[src/rtl/fde_pkg.sv]
// rtl/fde_pkg.sv - shared opcode, field-position and destination-select definitions
package fde_pkg;

    localparam int NOPS = 16;
    localparam int RA   = 5;

    localparam int OPC_LSB = 26;
    localparam int RS_LSB  = 21;
    localparam int RT_LSB  = 16;
    localparam int RD_LSB  = 11;
    localparam int IMM_W   = 16;

    localparam logic [5:0] OP_ADD = 6'd0;
    localparam logic [5:0] OP_SUB = 6'd1;
    localparam logic [5:0] OP_LI  = 6'd2;
    localparam logic [5:0] OP_SLL = 6'd3;
    localparam logic [5:0] OP_SRL = 6'd4;
    localparam logic [5:0] OP_AND = 6'd5;
    localparam logic [5:0] OP_OR  = 6'd6;
    localparam logic [5:0] OP_XOR = 6'd7;
    localparam logic [5:0] OP_BR  = 6'd8;
    localparam logic [5:0] OP_BNE = 6'd9;
    localparam logic [5:0] OP_MOV = 6'd10;
    localparam logic [5:0] OP_ADI = 6'd11;
    localparam logic [5:0] OP_MUL = 6'd12;
    localparam logic [5:0] OP_HLT = 6'd13;
    localparam logic [5:0] OP_NOP = 6'd14;

    typedef struct packed {
        logic wen;
        logic use_rt;
    } dest_sel_t;

    // Immediate-form writers target rt, register-form writers target rd.
    function automatic dest_sel_t dest_sel(input logic [5:0] opc);
        dest_sel_t r;
        r.wen    = 1'b0;
        r.use_rt = 1'b0;
        case (opc)
            OP_ADD, OP_SUB, OP_SLL, OP_SRL, OP_AND,
            OP_OR, OP_XOR, OP_MOV, OP_MUL: r.wen = 1'b1;
            OP_LI, OP_ADI: begin
                r.wen    = 1'b1;
                r.use_rt = 1'b1;
            end
            OP_BR, OP_BNE, OP_HLT, OP_NOP: r.wen = 1'b0;
            default: r.wen = 1'b0;
        endcase
        return r;
    endfunction

endpackage

[src/rtl/id_regfile.sv]
// rtl/id_regfile.sv - register file, one write port, two write-first read ports
module id_regfile #(
    parameter int XLEN = 32,
    parameter int NREG = 32
) (
    input  logic                   clock,
    input  logic                   reset_n,
    input  logic                   wr_en_i,
    input  logic [fde_pkg::RA-1:0] wr_addr_i,
    input  logic [XLEN-1:0]        wr_data_i,
    input  logic [fde_pkg::RA-1:0] rd_addr_a_i,
    output logic [XLEN-1:0]        rd_data_a_o,
    input  logic [fde_pkg::RA-1:0] rd_addr_b_i,
    output logic [XLEN-1:0]        rd_data_b_o
);

    logic [XLEN-1:0] mem_q [NREG];

    // Storage: whole array clears on reset, r0 is an ordinary writable register.
    always_ff @(posedge clock or negedge reset_n) begin
        if (!reset_n) begin
            for (int i = 0; i < NREG; i++) begin
                mem_q[i] <= '0;
            end
        end else if (wr_en_i) begin
            mem_q[wr_addr_i] <= wr_data_i;
        end
    end

    assign rd_data_a_o = (wr_en_i && wr_addr_i == rd_addr_a_i) ? wr_data_i : mem_q[rd_addr_a_i];
    assign rd_data_b_o = (wr_en_i && wr_addr_i == rd_addr_b_i) ? wr_data_i : mem_q[rd_addr_b_i];

endmodule

[src/rtl/id_stage_decoder.sv]
// rtl/id_stage_decoder.sv - decode stage with scoreboard, halt and registered output packet
module id_stage_decoder #(
    parameter int XLEN = 32,
    parameter int NREG = 32,
    parameter int NOPS = fde_pkg::NOPS
) (
    input  logic                   clock,
    input  logic                   reset_n,
    input  logic                   if_valid,
    output logic                   if_ready,
    input  logic [31:0]            if_instr,
    input  logic [XLEN-1:0]        if_pc,
    input  logic                   wb_en,
    input  logic [fde_pkg::RA-1:0] wb_addr,
    input  logic [XLEN-1:0]        wb_data,
    output logic                   ex_valid,
    input  logic                   ex_ready,
    output logic [31:0]            ex_instr,
    output logic [XLEN-1:0]        ex_pc,
    output logic [XLEN-1:0]        ex_rs_val,
    output logic [XLEN-1:0]        ex_rt_val,
    output logic [XLEN-1:0]        ex_imm,
    output logic [NOPS-1:0]        ex_op,
    output logic [fde_pkg::RA-1:0] ex_dest,
    output logic                   ex_wen,
    output logic                   ex_illegal,
    output logic                   halted
);
    import fde_pkg::*;

    logic [5:0]      opcode;
    logic [RA-1:0]   rs, rt, rd;
    logic [XLEN-1:0] rs_val, rt_val;

    assign opcode = if_instr[OPC_LSB +: 6];
    assign rs     = if_instr[RS_LSB +: RA];
    assign rt     = if_instr[RT_LSB +: RA];
    assign rd     = if_instr[RD_LSB +: RA];

    id_regfile #(.XLEN(XLEN), .NREG(NREG)) u_regfile (
        .clock       (clock),
        .reset_n     (reset_n),
        .wr_en_i     (wb_en),
        .wr_addr_i   (wb_addr),
        .wr_data_i   (wb_data),
        .rd_addr_a_i (rs),
        .rd_data_a_o (rs_val),
        .rd_addr_b_i (rt),
        .rd_data_b_o (rt_val)
    );

    // Decoded fields for the instruction currently offered by fetch.
    dest_sel_t       dsel;
    logic            illegal_d, wen_d;
    logic [RA-1:0]   dest_d;
    logic [NOPS-1:0] op_d;
    logic [XLEN-1:0] imm_d;

    assign dsel      = dest_sel(opcode);
    assign illegal_d = (opcode > OP_NOP);
    assign wen_d     = !illegal_d && dsel.wen;
    assign dest_d    = wen_d ? (dsel.use_rt ? rt : rd) : '0;
    assign op_d      = illegal_d ? '0 : ({{(NOPS-1){1'b0}}, 1'b1} << opcode);
    assign imm_d     = {{(XLEN-IMM_W){if_instr[IMM_W-1]}}, if_instr[IMM_W-1:0]};

    // Scoreboard: a write-back clears first, so the hazard check sees the freed register.
    logic [NREG-1:0] pending_q, pending_d, wb_clr, acc_set, pending_live;
    logic            hazard, accept, ex_valid_q, halted_q;

    assign wb_clr       = wb_en ? ({{(NREG-1){1'b0}}, 1'b1} << wb_addr) : '0;
    assign pending_live = pending_q & ~wb_clr;
    assign hazard       = pending_live[rs] | pending_live[rt];
    assign if_ready     = !halted_q && !hazard && (!ex_valid_q || ex_ready);
    assign accept       = if_valid && if_ready;
    assign acc_set      = (accept && wen_d) ? ({{(NREG-1){1'b0}}, 1'b1} << dest_d) : '0;
    assign pending_d    = pending_live | acc_set;

    // Pending bits and the sticky halt flag.
    always_ff @(posedge clock or negedge reset_n) begin
        if (!reset_n) begin
            pending_q <= '0;
            halted_q  <= 1'b0;
        end else begin
            pending_q <= pending_d;
            if (accept && opcode == OP_HLT) begin
                halted_q <= 1'b1;
            end
        end
    end

    logic [31:0]     ex_instr_q;
    logic [XLEN-1:0] ex_pc_q, ex_rs_val_q, ex_rt_val_q, ex_imm_q;
    logic [NOPS-1:0] ex_op_q;
    logic [RA-1:0]   ex_dest_q;
    logic            ex_wen_q, ex_illegal_q;

    // Output packet: load on accept, drop valid once consumed, otherwise hold.
    always_ff @(posedge clock or negedge reset_n) begin
        if (!reset_n) begin
            ex_valid_q   <= 1'b0;
            ex_instr_q   <= '0;
            ex_pc_q      <= '0;
            ex_rs_val_q  <= '0;
            ex_rt_val_q  <= '0;
            ex_imm_q     <= '0;
            ex_op_q      <= '0;
            ex_dest_q    <= '0;
            ex_wen_q     <= 1'b0;
            ex_illegal_q <= 1'b0;
        end else if (accept) begin
            ex_valid_q   <= 1'b1;
            ex_instr_q   <= if_instr;
            ex_pc_q      <= if_pc;
            ex_rs_val_q  <= rs_val;
            ex_rt_val_q  <= rt_val;
            ex_imm_q     <= imm_d;
            ex_op_q      <= op_d;
            ex_dest_q    <= dest_d;
            ex_wen_q     <= wen_d;
            ex_illegal_q <= illegal_d;
        end else if (ex_ready) begin
            ex_valid_q   <= 1'b0;
        end
    end

    assign ex_valid   = ex_valid_q;
    assign ex_instr   = ex_instr_q;
    assign ex_pc      = ex_pc_q;
    assign ex_rs_val  = ex_rs_val_q;
    assign ex_rt_val  = ex_rt_val_q;
    assign ex_imm     = ex_imm_q;
    assign ex_op      = ex_op_q;
    assign ex_dest    = ex_dest_q;
    assign ex_wen     = ex_wen_q;
    assign ex_illegal = ex_illegal_q;
    assign halted     = halted_q;

endmodule

[config.mk]
export PLATFORM = sky130hd
export DESIGN_NAME = id_stage_decoder
export DESIGN_NICKNAME = d
export VERILOG_FILES = /design/src/rtl/fde_pkg.sv /design/src/rtl/id_regfile.sv /design/src/rtl/id_stage_decoder.sv
export SDC_FILE = /design/constraint.sdc
export NUM_CORES = 2
export LEC_CHECK = 0
export CELL_PAD_IN_SITES_DETAIL_PLACEMENT = 1
export CELL_PAD_IN_SITES_GLOBAL_PLACEMENT = 1
export CORE_ASPECT_RATIO = 1.4
export CORE_MARGIN = 4
export CORE_UTILIZATION = 55
export CTS_BUF_LIST = sky130_fd_sc_hd__clkbuf_16
export CTS_CLUSTER_DIAMETER = 80
export CTS_CLUSTER_SIZE = 40
export DETAILED_ROUTE_END_ITERATION = 10
export PLACE_DENSITY_LB_ADDON = 0.1
export SYNTH_ARGS = -nofsm -noshare
export SYNTH_HDL_FRONTEND = slang
export SYNTH_HIERARCHICAL = 1
export SYNTH_SLANG_ARGS = --single-unit
[constraint.sdc]
create_clock -name clock -period 6.13 [get_ports clock]
set_input_delay 1.226 -clock clock [delete_from_list [all_inputs] [get_ports clock]]
set_output_delay 1.226 -clock clock [all_outputs]
set_load 0.03 [all_outputs]
# Word level (Yosys, flattened, before mapping)
# Cells that the tools add are included.
[word_totals]
input_bits = 106
reg_bits = 1225
out_inout_bits = 186
wordCells = 116
[op_classes]
n_reduce_logical = 18
magnitude_cmp = 7
bitwise = 7
shifts = 3
n_eq_ne = 13
n_mux = 24
[op_table]
columns = ["cell", "n"]
rows = [
  ["$bwmux 1024", 1],
  ["$bmux 32 s5", 2],
  ["$mux 32", 9],
  ["$demux 32 s5", 1],
  ["$shl 1x5->32 const A", 2],
  ["$and 32x32->32", 1],
  ["$not 32->32", 1],
  ["$or 32x32->32", 1],
  ["$eq 6x3->1 const B", 4],
  ["$eq 6x4->1 const B", 4],
  ["$ge 6x6->1 const B", 3],
  ["$not 5->6", 3],
  ["$mux 16", 1],
  ["$shl 1x6->16 const A", 1],
  ["$eq 6x2->1 const B", 2],
  ["$lt 5x6->1 const B", 2],
  ["$reduce_or 11->1", 1],
  ["$bmux 1 s5", 2],
  ["$eq 5x5->1", 2],
  ["$mux 5", 2],
  ["$logic_and 1x1->1", 9],
  ["$eq 6x1->1 const B", 1],
  ["$gt 6x4->1 const B", 1],
  ["$logic_not 6->1", 1],
  ["7 further kinds", 15],
]

# Depth between registers and ports, before layout
[depth]
word_depth = 14
depth_mapped = 11
depth_no_buf = 7

# By module
# The synthesis kept the hierarchy.
[modules_own_cells]
columns = ["mod", "area_each_um2", "seq_area_each_um2", "instances", "cells_each"]
rows = [
  ["id_regfile", 55615.8, 25624.6, 1, 3945],
  ["id_stage_decoder", 8592.0, 4629.4, 1, 684],
]

# Worst setup path before layout
# OpenSTA, ideal clock, no wires.
[synth_timing]
path_kind = "input to output"
startpoint = "input wb_addr[1] (netlist name)"
endpoint = "output if_ready"
cell_stages = 7
path_buffers = 1
path_slack_ns = 1.638
t_arrival_ns = 3.266
required_time_ns = 4.904
path_cell_list = "or4b_1 > clkbuf_1 > o21a_1 > mux4_2 > a211oi_1 > a32o_1 > and4_1"
[synth_between]
elab_chain_len = 10
word_cells_on_any_way = 12
classes_between = "shift (1); mux (5); bitwise (3); reduce/logical (3)"
[synth_lines]
columns = ["element", "line", "rtl"]
rows = [
  ["from (decl)", "id_stage_decoder.sv:14", "input logic [fde_pkg::RA-1:0] wb_addr,"],
  ["$shl 1x5->32 (*)", "id_stage_decoder.sv:70", "assign wb_clr = wb_en ? ({{(NREG-1){1'b0}}, 1'b1} << wb_addr) : '0;"],
  ["$mux 32 (*)", "id_stage_decoder.sv:70", ""],
  ["$not 32->32 (*)", "id_stage_decoder.sv:71", "assign pending_live = pending_q & ~wb_clr;"],
  ["$and 32x32->32 (*)", "id_stage_decoder.sv:71", ""],
  ["$bmux 1 s5", "id_stage_decoder.sv:72", "assign hazard = pending_live[rs] | pending_live[rt];"],
  ["$mux 1 (not written as such)", "id_stage_decoder.sv:72", ""],
  ["$or 1x1->1 (*)", "id_stage_decoder.sv:72", ""],
  ["$logic_not 1->1 (*)", "id_stage_decoder.sv:73", "assign if_ready = !halted_q && !hazard && (!ex_valid_q || ex_ready);"],
  ["$logic_and 1x1->1 (*) (2 in a row)", "id_stage_decoder.sv:73", ""],
  ["to (decl)", "id_stage_decoder.sv:10", "output logic if_ready,"],
]
# Mark *: on every way between the ends. The rest lies on a longest branch, timed or not. The select of a mux whose other input is x is not followed.

# Worst setup path in the final report
[layout_timing]
startpoint = "input wb_addr[0] (netlist name)"
endpoint = "output if_ready"
# Same word-level chain as after synthesis.

==> run summary <==
hold-fix buffers at CTS -> 0
CP Depth -> 8
Max VDD drop -> 231 uV
RSZ-0062 raised after global routing -> no
final hold vios -> 0
R2R cell count -> 9
unique cell type count in the Yosys netlist -> 76
Die Y -> 412 um
post-synthesis simple-gate area fraction -> 3.33%
CTS resizes -> 0
fmax -> 0.184 GHz
Inserted Clock Buffers -> 48
syn nets -> 4735
crit end category -> primary output
critical path class -> in -> out
Placed Cells -> 6101
nets -> 4757
Netlist Area Pre-Place -> 0.0642 sq mm
outcome -> complete, no violations
synth cell count leaders -> mux2_2, dfrtp_1, mux4_2
Remaining DRCs -> 0
MaxCap Viol Count -> 0
PwrDens -> 277 mW/mm^2
CTS H-Tree Depth -> 2
initial antenna violation count -> 7
die width -> 297 um
Final Non-Filler Cells -> 6190
total negative slack -> 0 ns
first-pass GRT wire length -> 319000 um
cell type with the largest total area after synthesis -> dfrtp_1
Final ANT Viol Nets -> 0
final setup vio count -> 0
CP max stage delay -> 0.78 ns
Hold WS -> 0.500 ns
I/O Buffers -> 291
ys async rst share -> 100%
Die ar. -> 0.122 sq mm
multiplexer share of the synthesized area -> 39.6%
clk slew on worst S/H paths -> 0.12 ns
share of cells above drive strength 1 -> 40.3%
routability cong. -> 0.872
CP delay by family, top -> compound AO/OA/AOI/OAI gates
FP Rows -> 148
clock sink count -> 1209
Post-synth EDFFs -> 0
Total Routing Usage GR -> 35.0%
Final period util -> 88.7%
CP startpoint kind -> input pin
sequential fraction of the synthesis area -> 47.1%
vias in the first global route -> 47500
post-synthesis average cell area -> 13.9 sq um
Pins Over Slew Limit -> 0
Yosys reg bits -> 1209
CTS Buffer Depth -> 3
largest net degree at the start of global routing -> 143
I/O pin total -> 292
cells after synthesis -> 4629
WP buf/inv -> 2
drt first pass iters -> 5
adder-cell share of the synthesized area -> 0%
Synth top area share -> 47.1%
Hold WC Path Type -> reg -> reg
cell depth of the worst hold path -> 1
Util after Layout -> 60.3%
Synth Area in XOR/XNOR -> 0.164%
area fraction in compound gates after synthesis -> 5.67%
postcts setup bufs -> 0
HPWL after DPL -> 132000 um
Worst EP required -> 4.90 ns
Top FF cell, synth -> dfrtp_1
clk_lat worst skew -> 0.71 ns
Via Count -> 43400
Pleak -> 30.9 nW
count leader, synth -> mux2_2
Initial DRC Count -> 3435
GR Overflow Total -> 0
core region area -> 0.116 sq mm
Worst Clk Skew -> 0.0423 ns
final wirelength -> 216000 um
crit path DAT -> 4.21 ns
Clock Tree Root -> clkbuf_16
Period minus WS final -> 5.44 ns
routed length per instance -> 34.9 um
Worst Tran Pin Value -> 1.25 ns
largest family of logic cells by synthesized area -> multiplexers
Initial Utilization -> 55.3%
crit path max fanout -> 14
slowest cell on the critical path -> clkdlybuf4s50_1
fillers -> 10900
cell breakdown of the critical path -> clkdlybuf4s50_1 > nand2b_1 > o21ai_0 > mux2i_1 > a32o_1 > a2111oi_2 > and4_1 > buf_12
relative slew slack -> 16.4%
Syn-to-layout area delta -> 9.09%
vias per inst -> 7.01
top post-synthesis cells by area -> dfrtp_1, mux2_2, mux4_2
yosys warns -> 6
CTS tree -> built
total power -> 0.0194 W
-- cells by family after synthesis --
family,after synthesis
DFF,1209
buffers and inverters,499
AOI/OAI and AO/OA,508
muxes,1993
xor gates and xnor gates,12
and+or+nand+nor,408
-- layout make-up --
type	count	area (sq um)	share of cell area (%)
inverters	9	33.8	0.0482
well taps	1500	1880	2.68
diodes	4	10.0	0.0143
repair buffers	462	4500	6.42
clock inverters	36	561	0.800
clock buffers	49	1230	1.75
flip-flops and latches	1209	30300	43.2
multi-input cells	2921	31600	45.1
-- layer usage --
layer	GRT usage [%]	share of wire [%]	vias up	wire length [um]
met3	6.04	7.2	552	15600
met4	16.2	5.5	6	11900
met5	0	0.019	-	41
met2	58.1	48	1803	104000
li1	-	-	17600	-
met1	45.2	39	23500	84400
-- where the power goes --
part	total, W	internal (W)	leakage [nW]	switching (W)
registers	0.0104	0.00932	15.6	0.00103
clock network	0.00467	0.00167	0.855	0.00300
logic	0.00439	0.00249	14.5	0.00191
-- metrics by stage --
stage / area (sq um) / setup WS (ns)
final: 70000 / 0.695
after global routing: 70000 / 0.472
after CTS: 70000 / 0.748
after detailed placement: 68300 / 0.773
after global placement: 68300 / 0.794
after floorplan: 64200 / 1.64
-- worst paths after layout --
kind                            slack [ns]                 startpoint                                to
worst max-delay path                  0.69                 wb_addr[0]                          if_ready
worst min-delay path                  0.50  ex_rt_val[24]$_DFFE_PN0P_         ex_rt_val[24]$_DFFE_PN0P_
worst max register to register        2.91    pending_q[24]$_DFF_PN0_         ex_rs_val[24]$_DFFE_PN0P_
worst min register to register        0.50  ex_rt_val[24]$_DFFE_PN0P_         ex_rt_val[24]$_DFFE_PN0P_
max in group asynchronous             4.03                    reset_n  u_regfile/mem_q[347]$_DFFE_PN0P_
min in group asynchronous             0.55                    reset_n  u_regfile/mem_q[658]$_DFFE_PN0P_
-- placed cells by master, fill, tap and decap left out, types with 7 or more instances in the layout --
cell,instances
a211oi_1,16
a221oi_1,32
a22o_1,62
a22oi_1,89
a31oi_1,25
buf_12,23
buf_4,151
clkbuf_16,49
clkdlybuf4s50_1,280
dfrtp_1,1209
inv_16,7
inv_6,8
mux2_1,155
mux2_2,1264
mux2i_1,276
mux4_2,298
nand2_1,120
nand2_2,14
nand2b_1,11
nand3_1,52
nand3b_1,10
nor2_1,34
nor2_4,19
nor2b_1,10
nor3_1,31
nor3b_1,11
nor4_1,37
o211ai_1,13
o21ai_0,56
o21ai_1,9
o221ai_1,9
o22ai_1,125
o31ai_1,32
o41ai_1,10
xor2_1,9
-- flip-flops by register name, indices dropped and copies added (netlist names) --
register	flops
u_regfile/mem_q	1024
ex_instr	32
ex_pc	32
ex_rs_val	32
ex_rt_val	32
pending_q	32
ex_op	16
ex_dest	5
ex_illegal	1
ex_valid	1
ex_wen	1
halted	1
Power figures use the tool's default switching activity.
